`src/rtl/gearbox_align_ctl.sv`:
```
// gearbox_align_ctl: word-alignment controller for the 32-to-N receive gearbox.
// Watches the sync header in the MSBs of each gearbox output word, issues
// bitslips until headers are consistently valid, then holds lock while
// monitoring header errors per window.
// Optional statistics counters are enabled by defining GEARBOX_ALIGN_STATS_EN.
module gearbox_align_ctl #(
   parameter int WIDTH      = 40,
   parameter int HDR_BITS   = 2,
   parameter int LOCK_COUNT = 64,
   parameter int WINDOW     = 1024,
   parameter int UNLOCK_BAD = 16,
   parameter int SLIP_BLANK = 4
) (
   input  logic                     clk,
   input  logic                     rst,
   input  logic                     enable,
   input  logic [WIDTH-1:0]         data_in,
   input  logic                     valid_in,
   input  logic                     gb_in_valid,
   output logic                     bitslip,
   output logic                     locked,
   output logic [$clog2(WIDTH)-1:0] slip_offset,
   output logic                     slip_wrap
`ifdef GEARBOX_ALIGN_STATS_EN
   ,
   input  logic                     stats_clr,
   output logic [15:0]              lock_loss_count,
   output logic [15:0]              slip_total
`endif
);

   localparam int OW = $clog2(WIDTH);
   localparam int GW = $clog2(LOCK_COUNT) + 1;
   localparam int WW = $clog2(WINDOW) + 1;
   localparam int BW = $clog2(UNLOCK_BAD) + 1;
   localparam int KW = $clog2(SLIP_BLANK + 1) + 1;

   localparam logic [OW-1:0] OFF_MAX    = OW'(WIDTH - 1);
   localparam logic [GW-1:0] LOCK_M1    = GW'(LOCK_COUNT - 1);
   localparam logic [WW-1:0] WIN_M1     = WW'(WINDOW - 1);
   localparam logic [BW-1:0] UNLOCK_M1  = BW'(UNLOCK_BAD - 1);
   localparam logic [KW-1:0] BLANK_INIT = KW'(SLIP_BLANK);

   typedef enum logic [1:0] {HUNT, SLIP, BLANK, LOCKED} state_t;

   state_t        state, state_nxt;
   logic [GW-1:0] good_cnt, good_nxt;
   logic [WW-1:0] win_cnt, win_nxt;
   logic [BW-1:0] bad_cnt, bad_nxt;
   logic [KW-1:0] blank_cnt, blank_nxt;
   logic [OW-1:0] off_nxt;
   logic          locked_nxt, wrap_nxt;

   logic [HDR_BITS-1:0] hdr;
   logic                hdr_ok;
   logic                unused_lsb;

   // Sync header is valid only when it contains both a 0 and a 1.
   assign hdr        = data_in[WIDTH-1 -: HDR_BITS];
   assign hdr_ok     = (hdr != '0) && (hdr != '1);
   assign unused_lsb = ^data_in[WIDTH-HDR_BITS-1:0];

   // The slip request is exactly the SLIP state, so it is a clean flop decode.
   assign bitslip = (state == SLIP);

   // Next-state and counter update logic.
   always_comb begin
      state_nxt  = state;
      good_nxt   = good_cnt;
      win_nxt    = win_cnt;
      bad_nxt    = bad_cnt;
      blank_nxt  = blank_cnt;
      off_nxt    = slip_offset;
      locked_nxt = locked;
      wrap_nxt   = 1'b0;
      case (state)
         HUNT: begin
            if (!enable) begin
               good_nxt = '0;
            end else if (valid_in) begin
               if (hdr_ok) begin
                  if (good_cnt == LOCK_M1) begin
                     state_nxt  = LOCKED;
                     locked_nxt = 1'b1;
                     good_nxt   = '0;
                     win_nxt    = '0;
                     bad_nxt    = '0;
                  end else begin
                     good_nxt = good_cnt + GW'(1);
                  end
               end else begin
                  good_nxt  = '0;
                  state_nxt = SLIP;
               end
            end
         end
         SLIP: begin
            // Once raised, the request is held until the gearbox takes it,
            // even if enable drops, so a slip is never half-issued.
            if (gb_in_valid) begin
               wrap_nxt = (slip_offset == OFF_MAX);
               off_nxt  = (slip_offset == OFF_MAX) ? '0 : slip_offset + OW'(1);
               good_nxt = '0;
               if (!enable || SLIP_BLANK == 0) begin
                  state_nxt = HUNT;
               end else begin
                  state_nxt = BLANK;
                  blank_nxt = BLANK_INIT;
               end
            end
         end
         BLANK: begin
            if (!enable) begin
               state_nxt = HUNT;
               blank_nxt = '0;
            end else if (valid_in) begin
               if (blank_cnt <= KW'(1)) begin
                  state_nxt = HUNT;
                  blank_nxt = '0;
                  good_nxt  = '0;
               end else begin
                  blank_nxt = blank_cnt - KW'(1);
               end
            end
         end
         LOCKED: begin
            if (!enable) begin
               state_nxt  = HUNT;
               locked_nxt = 1'b0;
               win_nxt    = '0;
               bad_nxt    = '0;
            end else if (valid_in) begin
               if (!hdr_ok && bad_cnt == UNLOCK_M1) begin
                  state_nxt  = HUNT;
                  locked_nxt = 1'b0;
                  win_nxt    = '0;
                  bad_nxt    = '0;
                  good_nxt   = '0;
               end else if (win_cnt == WIN_M1) begin
                  win_nxt = '0;
                  bad_nxt = '0;
               end else begin
                  win_nxt = win_cnt + WW'(1);
                  if (!hdr_ok) bad_nxt = bad_cnt + BW'(1);
               end
            end
         end
         default: begin
            state_nxt  = HUNT;
            locked_nxt = 1'b0;
         end
      endcase
   end

   // State, counter and output registers.
   always_ff @(posedge clk) begin
      if (rst) begin
         state       <= HUNT;
         good_cnt    <= '0;
         win_cnt     <= '0;
         bad_cnt     <= '0;
         blank_cnt   <= '0;
         slip_offset <= '0;
         locked      <= 1'b0;
         slip_wrap   <= 1'b0;
      end else begin
         state       <= state_nxt;
         good_cnt    <= good_nxt;
         win_cnt     <= win_nxt;
         bad_cnt     <= bad_nxt;
         blank_cnt   <= blank_nxt;
         slip_offset <= off_nxt;
         locked      <= locked_nxt;
         slip_wrap   <= wrap_nxt;
      end
   end

`ifdef GEARBOX_ALIGN_STATS_EN
   logic lock_loss, slip_acc;

   assign lock_loss = (state == LOCKED) && (state_nxt == HUNT);
   assign slip_acc  = (state == SLIP) && gb_in_valid;

   // Saturating event counters; a clear request beats a same-cycle increment.
   always_ff @(posedge clk) begin
      if (rst || stats_clr) begin
         lock_loss_count <= '0;
         slip_total      <= '0;
      end else begin
         if (lock_loss && lock_loss_count != 16'hFFFF)
            lock_loss_count <= lock_loss_count + 16'd1;
         if (slip_acc && slip_total != 16'hFFFF)
            slip_total <= slip_total + 16'd1;
      end
   end
`endif

endmodule

```
`config.mk`:
```
export PLATFORM = sky130hd
export DESIGN_NAME = gearbox_align_ctl
export DESIGN_NICKNAME = d
export VERILOG_FILES = /design/src/rtl/gearbox_align_ctl.sv
export SDC_FILE = /design/constraint.sdc
export NUM_CORES = 1
export LEC_CHECK = 0
export CORE_MARGIN = 2
export CORE_UTILIZATION = 35
export DETAILED_ROUTE_END_ITERATION = 7
export GPL_ROUTABILITY_DRIVEN = 0
export SKIP_CTS_REPAIR_TIMING = 1
export SYNTH_ARGS = -nofsm -noshare
export SYNTH_HDL_FRONTEND = slang
export SYNTH_SLANG_ARGS = --single-unit
```
`constraint.sdc`:
```
create_clock -name clk -period 5.7 [get_ports clk]
set_input_delay 0.855 -clock clk [delete_from_list [all_inputs] [get_ports clk]]
set_output_delay 0.855 -clock clk [all_outputs]
set_load 0.03 [all_outputs]
```
---- After elaboration in Yosys (flattened, before gate mapping) ----
Index checks and enable logic that the tools add are counted.
cells by class
  $add $sub $neg .......................... 5
  order comparisons ....................... 1
  eq/ne operators ......................... 27
  multiplexer cells ....................... 59
  bitwise gates (word level) .............. 2
  reduce and logical (&&, ||, !) cells .... 15
operator list
  cell                                                                     count
  11-bit two-way mux                                                       8
  7-bit two-way mux                                                        11
  5-bit two-way mux                                                        9
  7-bit one-hot mux with 4 select lines                                    1
  2-bit inequality test, second input constant                             13
  2-bit two-way mux                                                        12
  11-bit one-hot mux with 2 select lines                                   1
  4-bit two-way mux                                                        5
  3-bit inequality test, second input constant                             6
  8-bit AND reduction                                                      2
  7-bit AND reduction                                                      2
  11-bit by 1-bit adder with 11-bit output, second input constant          1
  11-bit by 10-bit equality test with 1-bit output, second input constant  1
  5-bit one-hot mux with 2 select lines                                    1
  2-bit one-hot mux with 4 select lines                                    1
  4-bit one-hot mux with 2 select lines                                    1
  7-bit by 1-bit adder with 7-bit output, second input constant            1
  7-bit by 6-bit equality test with 1-bit output, second input constant    1
  1-bit two-way mux                                                        7
  6-bit by 1-bit adder with 6-bit output, second input constant            1
  6-bit equality test, second input constant                               1
  6-bit two-way mux                                                        1
  6-bit AND reduction                                                      1
  2-bit nonzero test                                                       3
  other kinds (15)                                                         18
word-level totals
  register bits ........................... 37
  logic and storage cells ................. 117

---- Depth between registers and ports, before layout ----
Gate-level depths: netlist (run 1).
  depth after elaboration ................. 8
  gate-level depth with buffers ........... 9

---- Least setup slack after synthesis (run 1) ----
Ideal clock, no wire load.
  path type ............................... input to register
  start ................................... input data_in[39]
  end ..................................... register good_cnt[5]
  setup time .............................. 0.130 ns
  data arrival time ....................... 2.003 ns
  required time ........................... 5.570 ns
  setup slack ............................. 3.567 ns
  cell stages on the path ................. 5
  buffers on the path ..................... 0
  cell sequence ........................... xnor2_2 > a21oi_2 > or4_4 > a21oi_1 > o32ai_1
between the ends
  cells in the longest elaborated chain, start to end .. 6
  elaborated cells between the ends (all ways) .. 11
  those cells by class .................... 2 x eq/ne; 4 x mux; 5 x reduce/logical
ends and longest elaborated chain
  item                                                                          line     text
  from (decl)                                                                   17       input logic [WIDTH-1:0] data_in,
  2-bit inequality test or 2-bit nonzero test (tied branches)                   60       assign hdr_ok = (hdr != '0) && (hdr != '1);
  1-bit logical AND (*)                                                         60
  7-bit two-way mux or 1-bit zero test (tied branches)                          -
  7-bit two-way mux or 1-bit logical AND (tied branches)                        80, 133
  7-bit two-way mux or 2-bit inequality test (tied branches)                    -
  7-bit one-hot mux with 4 select lines or 8-bit AND reduction (tied branches)  -
  to (signal assigned)                                                          168      good_cnt <= good_nxt;
  to (decl)                                                                     47       logic [GW-1:0] good_cnt, good_nxt;
Mark *: on every way between the ends. The rest lies on a longest branch, timed or not. The select of a mux whose other input is x is not followed.
A chain may end at the register's enable or synchronous reset.

---- Worst setup path after layout (run 1) ----
  start ................................... input enable
  end ..................................... register win_cnt[9]
between the ends
  cells in the longest elaborated chain, start to end .. 2
  elaborated cells between the ends (all ways) .. 5
  those cells by class .................... 2 x eq/ne; 2 x mux; 1 x reduce/logical
ends and longest elaborated chain
  item                                                                                     line  text
  from (decl)                                                                              16    input logic enable,
  3-bit inequality test (no line) (tied with other cells)                                  -
  6-bit AND reduction (no line) or 11-bit one-hot mux with 2 select lines (tied branches)  -
  to (signal assigned)                                                                     169   win_cnt <= win_nxt;
  to (decl)                                                                                48    logic [WW-1:0] win_cnt, win_nxt;
Several ways; a longest one is shown, not always the timed one.

==> results summary, run 1 <==
The final clock skew is just over 0.006 ns. The number of clock buffers added by TritonCTS is 5. CTS placed an instance of sky130_fd_sc_hd__clkbuf_8 at the clock tree root.

Synthesis produced 250 cells. In the synthesized netlist the dominant register cell turns out to be sky130_fd_sc_hd__dfxtp_1. Clock-pin slew was measured on the worst setup and hold paths at 0.08 ns.

The number of nets with antenna violations after routing is 0. Max-cap violations in this run came to 0. The floorplan has 28 rows. The met2 track demand over resource in global routing came out at 24.3%.

The clock tree buffer depth came out at 2. After synthesis, flip-flops and latches occupy 35.2% of the total area. Synthesis instantiated 55 different standard cells from the library. The average footprint of a synthesized cell is 8.41 um^2. The met3 routing resource usage after global routing came out at 3.96%.

The count of synthesis-stage warnings from yosys is 0. The overall die height came out at 81.5 um. The clock net sink count came out at 37.

The commonest cells after synthesis are sky130_fd_sc_hd__dfxtp_1 (37), sky130_fd_sc_hd__a21oi_1 (24), sky130_fd_sc_hd__nor2_1 (18), sky130_fd_sc_hd__nand2_1 (17), sky130_fd_sc_hd__o21ai_0 (15). The latest clock arrival within the worst-skew pair is just under 0.3 ns. The final critical-path share of the clock period is 47.7%.

The layer flagged by global routing as most heavily used is met2. The total wirelength of the detailed-routed design came out at ~4600 um. The power per unit of standard cell area came out at 214 nW/um^2. The total die area came out at 6650 um^2. After synthesis, the cell types taking the most area are sky130_fd_sc_hd__dfxtp_1 (35%), sky130_fd_sc_hd__a21oi_1 (5.7%), sky130_fd_sc_hd__ha_1 (4.2%).

The data required time at the worst endpoint is 5.91 ns. The die is 81.5 um wide. The proportion of register bits with asynchronous set or reset after synthesis came out at 0%. The path class of the tightest hold or removal check is flip-flop to flip-flop.

The number of global-route vias before repair came out at roughly 1700. For this run, the top clock speed supported by timing is 368 MHz. The layout-stage area growth over the synthesis result is 13.9%. The kind of end point of the critical path is a flip-flop.

The maximum fanout count along the critical path is 15. The total number of vias came out at 1863. In the final routed layout, each cell accounts on average for ~14 um.

After legalization and detailed placement, the total HPWL measured 3040 um. The filler cells instantiated in the layout total 601. The mean number of vias per cell is around 5.5. The number of pins with negative max-slew slack in the final report is 0.

The H-tree depth came out at 2. The count of state elements after synthesis is 37. Summed over all failing endpoints, the final setup total negative slack is 0 ns. For the pin with the worst max-slew slack, the measured transition is approximately 0.7 ns. The first global-routing pass estimated 7940 um of wire. The initial cell density of the core came out at 35.9%. In this run, synthesis inferred 0 flip-flops with an integrated enable. Summed over all cells, the static leakage comes to 0.843 nW. For the worst setup path, the data arrival time is 2.93 ns. The worst setup path is launched from a primary input.

The max-slew headroom at the worst pin came out at about half. The number of nets in the synthesized netlist is 302. Of all cell types, the one taking the most synthesized area is sky130_fd_sc_hd__dfxtp_1.

Across the VDD grid, the largest voltage drop is 75.9 uV. The antenna cell count came out at 0. Setup repair after global routing left no endpoint under its margin. The count of boundary I/O pins came out at 54.

The cell area after synthesis came out at 2100 um^2. The global routing usage summed across all routing layers came out at 15.1%. For this run, design rule violations remaining after detail routing come to 0. The run finished with clean final reports.

The number of input and output port buffers inserted is 15. The shortest period the worst path allows is roughly 2.7 ns. The final count of negative-setup-slack endpoints is 0. The overall power consumption came out at 0.513 mW. In this run the biggest area consumer among cell types represents a little over a third of the synthesized area. For this run, the detailed router's first-pass iteration total came to 4. TritonCTS built the clock tree.

The largest net degree at the start of global routing came out at 41. The most frequent cell after synthesis is sky130_fd_sc_hd__dfxtp_1. The fraction of final layout cells with drive strength greater than 1 came out at 8.37%. The number of antenna violations at the first check in global routing came to 0. The violation count after the first detailed-routing iteration is 77.

The met1 usage in global routing is 19.8%. For this run, the post-layout net count is 314. The class of the most critical setup path is primary input to flip-flop.

The placeable core area came out at 5850 um^2. The register-to-register path setup slack is 3.56 ns. The final number of hold-violating endpoints is 0.

The total congestion overflow came out at 0.
-- final cells by class --
class	count	area (um^2)	share of cell area [%]
clock inverter	1	5.00	0.209
sequential	37	741	30.9
tap	75	93.8	3.92
inverter	9	33.8	1.41
timing repair buffer	16	158	6.58
multi-input combinational	193	1270	53.0
clock buffer	7	96.3	4.02
-- stage by stage --
step / setup slack (ns) / cells / util [%] / hold WS, ns / cell area (um^2)
floorplan: 3.57 / 250 / - / 0.422 / 2100
global placement: 2.68 / 330 / 39.2 / 0.430 / 2290
detailed placement: 2.69 / 330 / 39.2 / 0.442 / 2290
CTS: 2.99 / 338 / 41.0 / 0.455 / 2400
global route: 2.78 / 338 / 41.0 / 0.474 / 2400
finish: 2.98 / 338 / 41.0 / 0.452 / 2400
-- state kept, by name (all words and copies together), names as in the netlist --
register	cells
good_cnt	7
state	2
bad_cnt	5
locked	1
slip_wrap	1
win_cnt	11
slip_offset	6
blank_cnt	4
-- path summary, 6_finish.rpt --
kind / from / endpoint / cells after the start
worst max-delay path: enable / win_cnt[9]$_SDFFE_PP0P_ / 6
worst min-delay path: good_cnt[6]$_SDFFE_PP0P_ / good_cnt[6]$_SDFFE_PP0P_ / 2
worst max register to register: good_cnt[0]$_SDFFE_PP0P_ / win_cnt[9]$_SDFFE_PP0P_ / 6
worst min register to register: good_cnt[6]$_SDFFE_PP0P_ / good_cnt[6]$_SDFFE_PP0P_ / 2
-- layout by cell type, fill, tap and decap left out, types with 2 or more instances in the layout --
master,netlist,layout
sky130_fd_sc_hd__inv_1,9,9
sky130_fd_sc_hd__nand4_1,5,5
sky130_fd_sc_hd__nor2b_1,5,5
sky130_fd_sc_hd__nand3b_1,3,3
sky130_fd_sc_hd__nand2b_1,5,5
sky130_fd_sc_hd__nand4b_1,7,7
sky130_fd_sc_hd__and2_1,3,3
sky130_fd_sc_hd__and3_1,8,8
sky130_fd_sc_hd__dfxtp_1,37,37
sky130_fd_sc_hd__xor2_1,5,5
sky130_fd_sc_hd__ha_1,7,7
sky130_fd_sc_hd__a22oi_1,2,2
sky130_fd_sc_hd__nor4_4,2,2
sky130_fd_sc_hd__clkdlybuf4s50_1,0,15
sky130_fd_sc_hd__or2_2,2,2
sky130_fd_sc_hd__o31ai_1,2,2
sky130_fd_sc_hd__a41oi_1,3,3
sky130_fd_sc_hd__mux2i_1,4,4
sky130_fd_sc_hd__a21oi_1,24,24
sky130_fd_sc_hd__o21ai_0,15,15
sky130_fd_sc_hd__o31a_1,2,2
sky130_fd_sc_hd__or4_1,2,2
sky130_fd_sc_hd__o32ai_1,2,2
sky130_fd_sc_hd__nand2_1,17,17
sky130_fd_sc_hd__clkbuf_8,0,7
sky130_fd_sc_hd__nor3_1,8,8
sky130_fd_sc_hd__nor2_1,18,18
sky130_fd_sc_hd__nand3_1,13,13
sky130_fd_sc_hd__a211oi_1,3,3
sky130_fd_sc_hd__a31oi_1,2,2
-- kinds of logic after synthesis --
family                     count (synthesis)  share of synthesized area (%)
AOI/OAI and AO/OA                         69                           21.6
muxes                                      4                           1.90
buffers and inverters                     20                           4.46
DFF                                       37                           35.2
and+or+nand+nor                          106                           29.4
xor gates and xnor gates                   7                           3.27
adders and majority gates                  7                           4.16
-- layer usage --
metal / share of wire [%] / vias to the layer above
li1: - / 950
met1: 50 / 876
met2: 46 / 35
met3: 3.5 / 2
met4: 0.92 / 0
met5: 0 / -
-- power by group --
group | internal, mW | total, mW | switching, mW
sequential | 0.260 | 0.264 | 0.00415
clock | 0.109 | 0.205 | 0.0960
combinational | 0.0177 | 0.0435 | 0.0259
-- worst max-delay path, stage by stage --
cell and delay [ns]:
sky130_fd_sc_hd__clkdlybuf4s50_1 0.69, sky130_fd_sc_hd__nand2_1 0.19, sky130_fd_sc_hd__nor4_4 0.40, sky130_fd_sc_hd__a32o_2 0.42
sky130_fd_sc_hd__a41oi_1 0.17, sky130_fd_sc_hd__a211oi_1 0.21
(Power assumes the default switching activity.)
==> inputs of run 2 (changes only) <==
==> constraint.sdc (replaced) <==
create_clock -name clk -period 2.35 [get_ports clk]
set_input_delay 0.3525 -clock clk [delete_from_list [all_inputs] [get_ports clk]]
set_output_delay 0.3525 -clock clk [all_outputs]
set_load 0.03 [all_outputs]
==> results summary, run 2 (same netlist as run 1, synthesis figures left out) <==
The maximum VDD drop is 314 uV. The fill cell total of the finished layout is 585. win_cnt holds more flip-flops than any other register. The critical path goes through clkdlybuf4s50_1 > xnor2_2 > a21oi_2 > or4_4 > a21oi_1 > o32ai_1. The tool flagged a number of max-cap violations equal to 0.

The violation count after the first detailed-routing iteration came out at between 80 and 90. The fraction of final layout cells with drive strength greater than 1 came out at 12.0%. The actual transition at the worst max-transition pin is between 0.4 and 0.5 ns.

For this run, design rule violations remaining after detail routing come to 0. The overall power consumption is 1.33 mW. The worst setup path is captured at a flip-flop.

The number of antenna violations at the first check in global routing is 0. The data required time at the worst endpoint is 2.51 ns. TritonCTS built the clock tree. The clock tree buffer depth is 2. The max-slew headroom at the worst pin is 70.8%. In the final layout, the registers with the most flip-flops are win_cnt (11), good_cnt (7), slip_offset (6). The count of boundary I/O pins came out at 54. The clock buffer count from CTS came out at 5. The floorplan die width is 81.5 um. Summed over all nets, the half-perimeter wirelength after detailed placement is 3270 um. Summed over all failing endpoints, the final setup total negative slack is 0 ns. The H-tree depth is 2. The final critical-path share of the clock period is between 80 and 90%. The flip-flop count of the largest register, all copies and words added is 11. The static leakage came out at 0.910 nW.

The average wire per standard cell came out at 12.9 um. The clock reaches the later pin of the worst-skew pair after 0.28 ns. The clock net sink count is 37. The end of the worst register-to-register path is good_cnt[3]$_SDFFE_PP0P_.

The placeable core area came out at 5850 um^2. The mean number of vias per cell is 5.40. The placed instance count came out at about 340. Across the routed clock network, the largest skew measured is just under 0.009 ns. The power per unit of standard cell area came out at 529 nW/um^2. The instance area at placement came out at 2390 um^2. The total wirelength of the detailed-routed design came out at approximately 4500 um.

Global routing consumed, over all layers together, 14.6% of the routing resources. STA classifies the critical path startpoint as a primary input. Setup slack on the critical path of the routed design comes to 0.345 ns. The worst setup slack after placement is 0.0330 ns. In this run the worst hold path is classified as flip-flop to flip-flop.

The summed area of non-filler cells in the final layout is 2510 um^2. The register-to-register path setup slack is roughly 0.36 ns. The floorplan step defined a die boundary enclosing 6650 um^2. Setup violations remaining at the end of the flow were counted as 0.

The number of core rows is 28. The shortest period the worst path allows is 2.01 ns. Leaving out filler cells and counting taps, the final layout contains 349.

The critical path is of the primary input to flip-flop type. The worst register-to-register path has a depth of 7. In the final design database the tool counted 325 nets. The number of global-route vias before repair was 1745. CTS placed an instance of sky130_fd_sc_hd__clkbuf_8 at the clock tree root.

Compared with the post-synthesis result, the final layout area differs by 19.3%. In this run the remaining antenna-violating nets after routing total 0. The number of pins with negative max-slew slack in the final report came to 0. For the worst setup path, the data arrival time is 2.17 ns. The startpoint identified for the worst register-to-register timing path is bad_cnt[0]$_SDFFE_PP0P_. The total overflow left after global routing is 0.

The maximum fanout count along the critical path is 6. The total number of vias is 1885. Clock-pin slew was measured on the worst setup and hold paths at 0.07 ns. The final number of hold-violating endpoints is 0. The initial cell density of the core is a little over a third. The first element of the critical path is data_in[39]. The flow ran to the end, and the final reports show no timing, DRC or antenna violations. In this run the tool buffered the top-level ports with 15 buffer cells. In this run the worst setup path terminates at good_cnt[3]$_SDFFE_PP0P_.

The library cell used most frequently in the layout, excluding fill and tap cells, is sky130_fd_sc_hd__dfxtp_1. Timing would allow up to 499 MHz. Setup repair after global routing left no endpoint under its margin. The antenna cell count is 0. The top cell types in the final layout, fill and taps aside, are sky130_fd_sc_hd__dfxtp_1 (37), sky130_fd_sc_hd__a21oi_1 (24), sky130_fd_sc_hd__nor2_1 (18).

The first-pass GRT wire length came out at 7710 um. The first TritonRoute pass finished after 4 iterations. The largest net degree at the start of global routing is 25. The largest stage delay on the critical path came out at approximately 0.57 ns. The cell with the largest stage delay on the worst path is sky130_fd_sc_hd__or4_4. The overall die height came out at between 80 and 90 um.
## run 2: changes by cell type in the layout (fill, tap and decap cells not counted), sizes merged
cell | before | now
clkinv | 1 | 0
bufinv | 0 | 1
clkbuf | 7 | 6
buf | 1 | 12
clkinvlp | 0 | 1
## run 2: final cells by class
class / instances / area [um^2] / area share [%]
Timing Repair Buffer: 27 / 253 / 10.1
Inverter: 9 / 33.8 / 1.35
Sequential cell: 37 / 741 / 29.5
Tap cell: 75 / 93.8 / 3.74
Clock buffer: 6 / 82.6 / 3.29
Clock inverter: 2 / 37.5 / 1.50
Multi-Input combinational cell: 193 / 1270 / 50.5
## run 2: how the worst min path moves through the flow
stage	slack [ns]	cells past startpoint	from	endpoint
floorplan	0.42	2	good_cnt[6]$_SDFFE_PP0P_	good_cnt[6]$_SDFFE_PP0P_
global placement	0.43	2	good_cnt[6]$_SDFFE_PP0P_	good_cnt[6]$_SDFFE_PP0P_
detailed placement	0.44	2	good_cnt[6]$_SDFFE_PP0P_	good_cnt[6]$_SDFFE_PP0P_
CTS	0.45	2	good_cnt[6]$_SDFFE_PP0P_	good_cnt[6]$_SDFFE_PP0P_
global route	0.49	2	good_cnt[6]$_SDFFE_PP0P_	good_cnt[6]$_SDFFE_PP0P_
finish	0.45	2	good_cnt[6]$_SDFFE_PP0P_	good_cnt[6]$_SDFFE_PP0P_
## run 2: critical path, delay by kind of cell
family / cells / cell delay [ns]
AND/OR/NAND/NOR: 1 / 0.57
buffers and inverters: 1 / 0.47
XOR/XNOR: 1 / 0.39
AO/OA/AOI/OAI: 3 / 0.39
## run 2: metrics by stage
stage / hold slack [ns] / util, %
floorplan: 0.422 / -
global placement: 0.431 / 40.8
detailed placement: 0.442 / 40.8
CTS: 0.453 / 42.9
global route: 0.490 / 42.9
finish: 0.449 / 42.9
## run 2: power breakdown
group          switching (mW)  leakage (nW)  internal [mW]
logic                  0.0671         0.554         0.0481
clock network           0.229        0.0574          0.345
registers             0.00554         0.298          0.631
## run 2: metal layers
layer,GRT usage (%),routed length [um],up-vias
li1,-,-,971
met4,4.24,29,0
met5,0,0,-
met2,23.7,2030,22
met1,19.4,2330,890
met3,3.30,106,2
